### src/rtl/bht_redirect_ctrl.sv
`default_nettype none
// ============================================================================
//  Module   : bht_redirect_ctrl
//  Purpose  : Classifies EX branch resolutions, issues a registered redirect
//             plus a multi-cycle flush on mispredict, and queues BHT updates
//             that drain to the table over a valid/ready handshake.
//  Revision : 1.0  initial release
// ============================================================================
module bht_redirect_ctrl #(
    parameter int UPD_DEPTH    = 4,
    parameter int FLUSH_CYCLES = 2,
    parameter int CNT_W        = 16
) (
    input  logic              clk_sys,
    input  logic              rst,
    input  logic              ex_valid,
    input  logic [31:0]       ex_pc,
    input  logic              ex_is_branch,
    input  logic              ex_taken,
    input  logic [31:0]       ex_target,
    input  logic              ex_pred_taken,
    input  logic [31:0]       ex_pred_target,
    output logic              ex_accept,
    output logic              redirect_valid,
    output logic [31:0]       redirect_pc,
    output logic              pipe_flush,
    output logic              upd_valid,
    input  logic              upd_ready,
    output logic [31:0]       upd_pc,
    output logic [31:0]       upd_target,
    output logic              upd_taken,
    output logic [CNT_W-1:0]  mispredict_cnt,
    output logic [CNT_W-1:0]  branch_cnt
);

    localparam int             c_PTR_W      = $clog2(UPD_DEPTH);
    localparam int             c_OCC_W      = c_PTR_W + 1;
    localparam logic [2:0]     c_FLUSH_INIT = 3'(FLUSH_CYCLES - 1);
    localparam logic [c_OCC_W-1:0] c_DEPTH  = c_OCC_W'(UPD_DEPTH);

    typedef enum logic [0:0] {
        ST_RUN   = 1'b0,
        ST_FLUSH = 1'b1
    } state_t;

    state_t               r_state;
    state_t               w_state_nxt;
    logic [2:0]           r_flush_cnt;
    logic [2:0]           w_flush_cnt_nxt;

    logic [31:0]          r_q_pc  [UPD_DEPTH];
    logic [31:0]          r_q_tgt [UPD_DEPTH];
    logic                 r_q_tkn [UPD_DEPTH];
    logic [c_PTR_W-1:0]   r_wr_ptr;
    logic [c_PTR_W-1:0]   r_rd_ptr;
    logic [c_OCC_W-1:0]   r_count;

    logic                 r_redirect_valid;
    logic [31:0]          r_redirect_pc;
    logic                 r_upd_valid;
    logic [31:0]          r_upd_pc;
    logic [31:0]          r_upd_target;
    logic                 r_upd_taken;
    logic [CNT_W-1:0]     r_mispredict_cnt;
    logic [CNT_W-1:0]     r_branch_cnt;

    logic                 w_full;
    logic                 w_accept;
    logic                 w_mispredict;
    logic                 w_take_mispredict;
    logic                 w_push;
    logic                 w_pop;
    logic [31:0]          w_correct_pc;
    logic [c_PTR_W-1:0]   w_rd_ptr_nxt;
    logic [c_OCC_W-1:0]   w_remain;
    logic [c_OCC_W-1:0]   w_count_nxt;

    // Resolution classification, acceptance and queue push/pop strobes.
    always_comb begin
        w_full            = (r_count == c_DEPTH);
        w_accept          = ex_valid && (r_state == ST_RUN) && (!ex_is_branch || !w_full);
        w_mispredict      = (ex_pred_taken != ex_taken) ||
                            (ex_pred_taken && ex_taken && (ex_pred_target != ex_target));
        w_take_mispredict = w_accept && w_mispredict;
        w_correct_pc      = ex_taken ? ex_target : (ex_pc + 32'd4);
        w_push            = w_accept && ex_is_branch;
        w_pop             = r_upd_valid && upd_ready;
        w_rd_ptr_nxt      = w_pop ? (r_rd_ptr + c_PTR_W'(1)) : r_rd_ptr;
        // Entries remaining after this cycle's pop, excluding the push.
        w_remain          = w_pop ? (r_count - c_OCC_W'(1)) : r_count;
        w_count_nxt       = w_push ? (w_remain + c_OCC_W'(1)) : w_remain;
    end

    // FSM state register with flush down-counter.
    always_ff @(posedge clk_sys) begin
        if (rst) begin
            r_state     <= ST_RUN;
            r_flush_cnt <= 3'd0;
        end else begin
            r_state     <= w_state_nxt;
            r_flush_cnt <= w_flush_cnt_nxt;
        end
    end

    // Next-state logic: enter FLUSH on an accepted mispredict, leave when the counter hits 0.
    always_comb begin
        w_state_nxt     = r_state;
        w_flush_cnt_nxt = r_flush_cnt;
        case (r_state)
            ST_RUN: begin
                if (w_take_mispredict) begin
                    w_state_nxt     = ST_FLUSH;
                    w_flush_cnt_nxt = c_FLUSH_INIT;
                end
            end
            ST_FLUSH: begin
                if (r_flush_cnt == 3'd0) begin
                    w_state_nxt = ST_RUN;
                end else begin
                    w_flush_cnt_nxt = r_flush_cnt - 3'd1;
                end
            end
            default: begin
                w_state_nxt     = ST_RUN;
                w_flush_cnt_nxt = 3'd0;
            end
        endcase
    end

    // One-cycle redirect pulse carrying the corrected fetch address.
    always_ff @(posedge clk_sys) begin
        if (rst) begin
            r_redirect_valid <= 1'b0;
            r_redirect_pc    <= 32'd0;
        end else begin
            r_redirect_valid <= w_take_mispredict;
            if (w_take_mispredict) begin
                r_redirect_pc <= w_correct_pc;
            end
        end
    end

    // Queue storage; contents need no reset because occupancy gates visibility.
    always_ff @(posedge clk_sys) begin
        if (w_push) begin
            r_q_pc[r_wr_ptr]  <= ex_pc;
            r_q_tgt[r_wr_ptr] <= ex_target;
            r_q_tkn[r_wr_ptr] <= ex_taken;
        end
    end

    // Queue pointers, occupancy, and the registered head presented to the BHT.
    always_ff @(posedge clk_sys) begin
        if (rst) begin
            r_wr_ptr     <= '0;
            r_rd_ptr     <= '0;
            r_count      <= '0;
            r_upd_valid  <= 1'b0;
            r_upd_pc     <= 32'd0;
            r_upd_target <= 32'd0;
            r_upd_taken  <= 1'b0;
        end else begin
            if (w_push) begin
                r_wr_ptr <= r_wr_ptr + c_PTR_W'(1);
            end
            r_rd_ptr    <= w_rd_ptr_nxt;
            r_count     <= w_count_nxt;
            r_upd_valid <= (w_count_nxt != '0);
            // Empty-after-pop plus a push means the new entry becomes head directly.
            if (w_count_nxt != '0) begin
                if (w_remain == '0) begin
                    r_upd_pc     <= ex_pc;
                    r_upd_target <= ex_target;
                    r_upd_taken  <= ex_taken;
                end else begin
                    r_upd_pc     <= r_q_pc[w_rd_ptr_nxt];
                    r_upd_target <= r_q_tgt[w_rd_ptr_nxt];
                    r_upd_taken  <= r_q_tkn[w_rd_ptr_nxt];
                end
            end
        end
    end

    // Saturating statistics counters.
    always_ff @(posedge clk_sys) begin
        if (rst) begin
            r_branch_cnt     <= '0;
            r_mispredict_cnt <= '0;
        end else begin
            if (w_push && (r_branch_cnt != '1)) begin
                r_branch_cnt <= r_branch_cnt + CNT_W'(1);
            end
            if (w_take_mispredict && (r_mispredict_cnt != '1)) begin
                r_mispredict_cnt <= r_mispredict_cnt + CNT_W'(1);
            end
        end
    end

    assign ex_accept      = w_accept;
    assign redirect_valid = r_redirect_valid;
    assign redirect_pc    = r_redirect_pc;
    assign pipe_flush     = (r_state == ST_FLUSH);
    assign upd_valid      = r_upd_valid;
    assign upd_pc         = r_upd_pc;
    assign upd_target     = r_upd_target;
    assign upd_taken      = r_upd_taken;
    assign mispredict_cnt = r_mispredict_cnt;
    assign branch_cnt     = r_branch_cnt;

endmodule
`default_nettype wire
### config.mk
export PLATFORM = sky130hd
export DESIGN_NAME = bht_redirect_ctrl
export DESIGN_NICKNAME = d
export VERILOG_FILES = /design/src/rtl/bht_redirect_ctrl.sv
export SDC_FILE = /design/constraint.sdc
export NUM_CORES = 1
export LEC_CHECK = 0
export BUFFER_PORTS_ARGS = -buffer_cell sky130_fd_sc_hd__buf_2
export CELL_PAD_IN_SITES_DETAIL_PLACEMENT = 1
export CELL_PAD_IN_SITES_GLOBAL_PLACEMENT = 1
export CORE_ASPECT_RATIO = 1.2
export CORE_MARGIN = 1.5
export CORE_UTILIZATION = 35
export DETAILED_ROUTE_END_ITERATION = 10
export PLACE_DENSITY = 0.62
export RECOVER_POWER = 100
export SKIP_CTS_REPAIR_TIMING = 1
export SLEW_MARGIN = 20
export SYNTH_ARGS = -nofsm -noshare
export SYNTH_HDL_FRONTEND = slang
export SYNTH_SLANG_ARGS = --single-unit
### constraint.sdc
create_clock -name clk_sys -period 4.2 [get_ports clk_sys]
set_input_delay 0 -clock clk_sys [delete_from_list [all_inputs] [get_ports clk_sys]]
set_output_delay 0 -clock clk_sys [all_outputs]
set_load 0.02 [all_outputs]
-- After elaboration in Yosys (flattened, before gate mapping)
Memory sizes are Yosys's and may differ from the RTL's.
Index checks and enable logic that the tools add are counted.
- word-level logic and storage cells: 64
- register bits: 142
- memories kept: 3
- bits of input ports: 103
- RAM bits: 260
- add/subtract/negate cells: 8
- eq/ne operators: 7
- bitwise logic cells: 1
- reductions and logical operators: 17
- mux-type cells: 15
- memory list (memory ; words ; width ; read ports ; clocked after memory_dff ; wr ports ; line ; source):
    r_q_pc ; 4 ; 32 ; 1 ; 0 ; 1 ; 51 ; logic [31:0] r_q_pc [UPD_DEPTH];
    r_q_tgt ; 4 ; 32 ; 1 ; 0 ; 1 ; 52 ; logic [31:0] r_q_tgt [UPD_DEPTH];
    r_q_tkn ; 4 ; 1 ; 1 ; 0 ; 1 ; 53 ; logic r_q_tkn [UPD_DEPTH];
- operators by type and width (kind ; count):
    32-bit two-way mux ; 3
    16-bit by 1-bit adder with 16-bit output, second input constant ; 2
    32-bit by 3-bit adder with 32-bit output, second input constant ; 1
    16-bit inequality test, second input constant ; 2
    32-bit inequality test ; 1
    3-bit two-way mux ; 4
    1-bit logical AND ; 9
    3-bit logical NOT ; 2
    3-bit case mux with 2 select lines ; 1
    3-bit by 1-bit subtractor with 3-bit output, second input constant ; 2
    1-bit two-way mux ; 5
    2-bit by 1-bit adder with 2-bit output, second input constant ; 2
    2-bit inequality test, second input constant ; 2
    3-bit by 1-bit adder with 3-bit output, second input constant ; 1
    3-bit equality test, second input constant ; 1
    3-bit nonzero test ; 1
    1-bit logical NOT ; 2
    1-bit logical OR ; 2
    2-bit two-way mux ; 1
    1-bit case mux with 2 select lines ; 1
    2-bit AND reduction ; 1
    1-bit inequality test ; 1
    1-bit NOT ; 1

-- Depth between registers and ports, before layout
- word-level depth: 7
- depth in mapped cells: 11
- gate-level depth less buffers: 9

-- Least setup slack after synthesis
Ideal clock, no wire load.
- path kind: reg2reg
- start: reg r_count[0]
- end: mem r_q_pc[0][0] (enable)
- buffers on the path: 1
- setup time: 0.430 ns
- clock period less this slack: 3.133 ns
- stages on the path, launching flop included: 7
- data arrival time: 2.703 ns
- setup slack: 1.067 ns
- data required time: 3.770 ns
- path through: dfxtp_1 -> inv_1 -> ha_1 -> ha_1 -> and3b_1 -> clkbuf_1 -> and2_1
- word-level cells in the longest chain between the ends: 7
- ends and longest elaborated chain (what ; line ; source):
    from (decl) ; 56 ; logic [c_OCC_W-1:0] r_count;
    from (signal assigned) ; 167 ; r_count <= w_count_nxt;
    3-bit equality test ; 80 ; w_full = (r_count == c_DEPTH);
    1-bit logical NOT ; 81 ; w_accept = ex_valid && (r_state == ST_RUN) && (!ex_is_branch || !w_full);
    1-bit logical OR ; 81 ;
    1-bit logical AND ; 81 ;
    1-bit logical AND ; 86 ; w_push = w_accept && ex_is_branch;
    1-bit two-way mux ; 145 ; if (w_push) begin
    1-bit two-way mux (implied by the code) ; 146 ; r_q_pc[r_wr_ptr] <= ex_pc;
    to (decl) ; 51 ;
Every way passes these cells.

-- Worst setup path in the final report
- start: reg r_rd_ptr[0]
- end: reg r_upd_target[26] (netlist: upd_target[26])
- word-level cells in the longest chain between the ends: 4
- ends and longest elaborated chain (what ; line ; source):
    from (decl) ; 55 ; logic [c_PTR_W-1:0] r_rd_ptr;
    from (signal assigned) ; 166 ; r_rd_ptr <= w_rd_ptr_nxt;
    2-bit by 1-bit adder with 2-bit output ; 88 ; w_rd_ptr_nxt = w_pop ? (r_rd_ptr + c_PTR_W'(1)) : r_rd_ptr;
    2-bit two-way mux * ; 88 ;
    memory 4 x 32 bit * ; n/a ;
    32-bit two-way mux * ; 171 ; if (w_remain == '0) begin
    to (signal assigned) ; 173 ; r_upd_target <= ex_target;
    to (signal assigned) ; 177 ; r_upd_target <= r_q_tgt[w_rd_ptr_nxt];
    to (decl) ; 62 ; logic [31:0] r_upd_target;
Mark *: on every way between the ends. The rest lies on a longest branch, timed or not.
A chain may end at the register's enable or synchronous reset.

==> flow_metrics.py <==
metrics = {
    "run_status": {
        "status": "finished, violations left",
        "violations": "hold timing, capacitance limit, slew limit",
    },
    "grt": {
        "grtUsageMet2_pct": 33.73,
        "use_met1_pct": 26.99,
        "grt_pass1_wl_um": 77910,
        "top_usage_layer": "met2",
        "grt_usage_pct": 20.92,
        "grt-ovfl-total": 0,
        "grt_pass1_vias": 12136,
        "use_met3_pct": 5.738,
        "antenna_found_initial": 2,
        "grt_max_degree": 73,
    },
    "detailed_routing": {
        "vias_per_cell": 5.315,
        "wl_per_cell_um": 23.42,
        "drtIter0Drc": 673,
        "final_antenna_net_count": 0,
        "first_pass_iters": 4,
        "dr_total_vias": 12048,
        "drc": 0,
        "routed_wl_um": 53090,
    },
    "floorplan": {
        "die_h_um": 245.7,
        "io_pins": 236,
        "die_w_um": 205.2,
        "dieArea_mm2": 0.05041,
        "row_count": 88,
        "initial_core_util_pct": 35.61,
        "core_area_mm2": 0.04823,
    },
    "cts": {
        "insertion_delay_ns": 0.59,
        "numCtsBuffers": 44,
        "cts_tree": "done",
        "cts_buffer_depth": 3,
        "clk_pin_slew_worst_paths_ns": 0.06,
        "cts_root_buf": "clkbuf_16",
        "htree_levels": 2,
        "cts.sink_count": 402,
    },
    "setup_path": {
        "path_cells": "nand3_1, xor2_1, buf_12, mux4_2, nand2_1, a31oi_1",
        "critPathSlowestCell": "xor2_1",
        "cpPeakStageDelay_ns": 1.87,
        "worstReg2RegEnd": "upd_target[26]",
        "crit_cells": 6,
        "regToRegSetupSlack_ns": 0.60,
        "cp.required_ns": 4.62,
        "worstSetupStartpointType": "flop",
        "worstPathArrival_ns": 4.03,
        "cp_max_fo": 49,
        "critical-path-top-delay-family": "XOR/XNOR gates",
        "crit_type": "flop to flop",
        "r2r-start": "r_rd_ptr[0]",
        "ff2ff_path_depth": 6,
        "cp-startpoint": "r_rd_ptr[0]",
        "end_kind": "flop",
        "path_buf_inv": 1,
    },
    "timing": {
        "fmax_ghz": 0.2777,
        "final.setup_skew_ns": 0.01540,
        "holdWs_ns": -0.02023,
        "setup_tns_ns": 0,
        "worst_slew_pin_slew_ns": 2.509,
        "slew_viol_final": 184,
        "hold_violations": 2,
        "finalSetupViolCount": 0,
        "period_share_pct": 85.75,
        "rsz0062_at_grt": "false",
        "slew_headroom_pct": -67.82,
        "fin_crit_ns": 3.601,
    },
    "synthesis": {
        "synth-simple-area-share_pct": 11.07,
        "ys_seq_area_share_pct": 62.01,
        "synth_xor_area_share_pct": 3.876,
        "synthCells": 1317,
        "synth-compound-area-share_pct": 8.473,
        "syn_nets": 1434,
        "syn_avg_cell_area_um2": 13.04,
        "synthArstFlopShare_pct": 0,
        "synth_seq_cells": 402,
        "synthAdderAreaFrac_pct": 1.020,
        "synth_edf_count": 260,
        "synthMuxAreaShare_pct": 10.37,
        "synth_ff_type": "edfxtp_1",
        "synth_top_family_by_area": "simple AND/OR/NAND/NOR gates",
        "yosysWarnings": 0,
        "syn_area_mm2": 0.01717,
        "synthDistinctLibCells": 65,
    },
    "worst_hold_path": {
        "whs_endpoint": "r_wr_ptr[1]",
        "hp-class": "input pin to flop",
        "min_from": "ex_is_branch",
        "hold_depth": 4,
    },
    "place": {
        "gp_congestion": 0.7778,
        "io_buffers": 235,
        "dp_hpwl_um": 34820,
    },
    "power_and_ir_drop": {
        "p_sw_mw": 4.432,
        "swShare_pct": 35.27,
        "power_frac_seq_pct": 38.5,
        "p_clk_share_pct": 30.7,
        "p_leak_nw": 7.105,
        "power_density_mw_per_mm2": 606.4,
        "p_int_mw": 8.136,
        "ir_worst_vdd_mv": 0.4182,
        "pwr-share-comb_pct": 30.8,
    },
    "finish": {
        "final_core_util_pct": 42.98,
        "area_growth_pct": 20.69,
        "drive_gt1_share_pct": 13.33,
        "layout.nets": 1717,
    },
    "run": {
        "cap_violations": 6,
    },
}
## worst register-to-register path: stages, from the launching register on
cell	delay (ns)
dfxtp_1	0.44
nand3_1	0.12
xor2_1	1.87
buf_12	0.40
mux4_2	0.40
nand2_1	0.11
a31oi_1	0.11
## worst max-delay path by stage
stage | to | slack [ns]
floorplan | r_q_pc[0][0] | 1.07
global placement | upd_target[17] | 1.14
detailed placement | upd_target[1] | 1.10
CTS | upd_target[6] | 1.08
global route | upd_target[26] | 0.40
finish | upd_target[26] | 0.60
## through the flow
step / area (µm²) / setup slack, ns / std cells / power, mW
2_1_floorplan: 17170 / 1.067 / 1317 / 7.737
3_3_place_gp: 18940 / 1.139 / 2117 / 8.839
3_5_place_dp: 18940 / 1.097 / 2117 / 8.905
4_1_cts: 20370 / 1.076 / 2199 / 12.78
5_1_grt: 20730 / 0.3970 / 2267 / 13.25
6_report: 20730 / 0.5986 / 2267 / 12.57
## final cells by class
type | count | area [µm²]
inverter | 22 | 82.58
multi-input combinational | 810 | 5987
antenna | 1 | 2.502
timing repair buffer | 320 | 1783
tap | 630 | 788.3
clock inverter | 29 | 279.0
clock buffer | 53 | 1155
sequential | 402 | 10650
fill | 5195 | 27500
## logic make-up (layout without fill, tap and decap cells)
family          after synthesis  after routing
compound gates              237            237
buf+inv                     105            424
mux                          93             93
other cells                   0              1
flops                       402            402
xor+xnor                     76             76
fa+ha+maj                    14             14
simple gates                390            390
## metal layers
metal / vias up / share of wire, %
li1: 5515 / -
met1: 6137 / 42
met2: 317 / 49
met3: 77 / 6.7
met4: 2 / 2.9
met5: - / 0.019
## cell usage after synthesis (21+ instances only)
master	n	share of area, %
mux4_2	65	8.5
xnor2_1	27	1.4
inv_1	21	0.46
a31oi_1	67	2.4
o21ai_0	67	2.0
edfxtp_1	260	45
clkbuf_1	50	1.1
xor2_1	49	2.5
nand2_1	178	3.9
nand4_1	25	0.91
a21oi_1	21	0.61
dfxtp_1	142	17
nand3_1	32	0.93
nor2_1	65	1.4
o21ai_1	26	0.76
## placed cells by master, fill, tap and decap left out, types with 13 or more instances in the layout
master         instances
a21oi_1               24
a31oi_1               67
and3_1                13
buf_2                 38
clkbuf_1             206
clkbuf_16             44
dfxtp_1              142
dlygate4sd3_1         67
edfxtp_1             260
ha_1                  14
inv_1                 21
mux2i_1               13
mux4_2                65
nand2_1              178
nand3_1               32
nand4_1               25
nor2_1                65
nor2b_1               13
nor3_1                13
nor4_1                13
o21a_1                16
o21ai_0               68
o21ai_1               25
xnor2_1               27
xor2_1                48
## sequential cells by signal, summed over array words and instances, names as in the netlist, 2 cells and up
signal          cells
r_flush_cnt         3
r_wr_ptr            2
upd_pc             32
mispredict_cnt     16
redirect_pc        32
r_rd_ptr            2
r_q_tgt           128
upd_target         32
r_count             3
branch_cnt         16
r_q_pc            128
r_q_tkn             4
## power by group through the flow
stage	clock [mW]	sequential, mW	combinational [mW]
after floorplan	0	5.21	2.53
after global placement	0	4.89	3.94
after detailed placement	0	4.91	4.00
after CTS	3.95	4.83	4.01
after global routing	4.09	4.88	4.29
final	3.86	4.84	3.87
No activity file was read; power rests on OpenSTA's default activity.
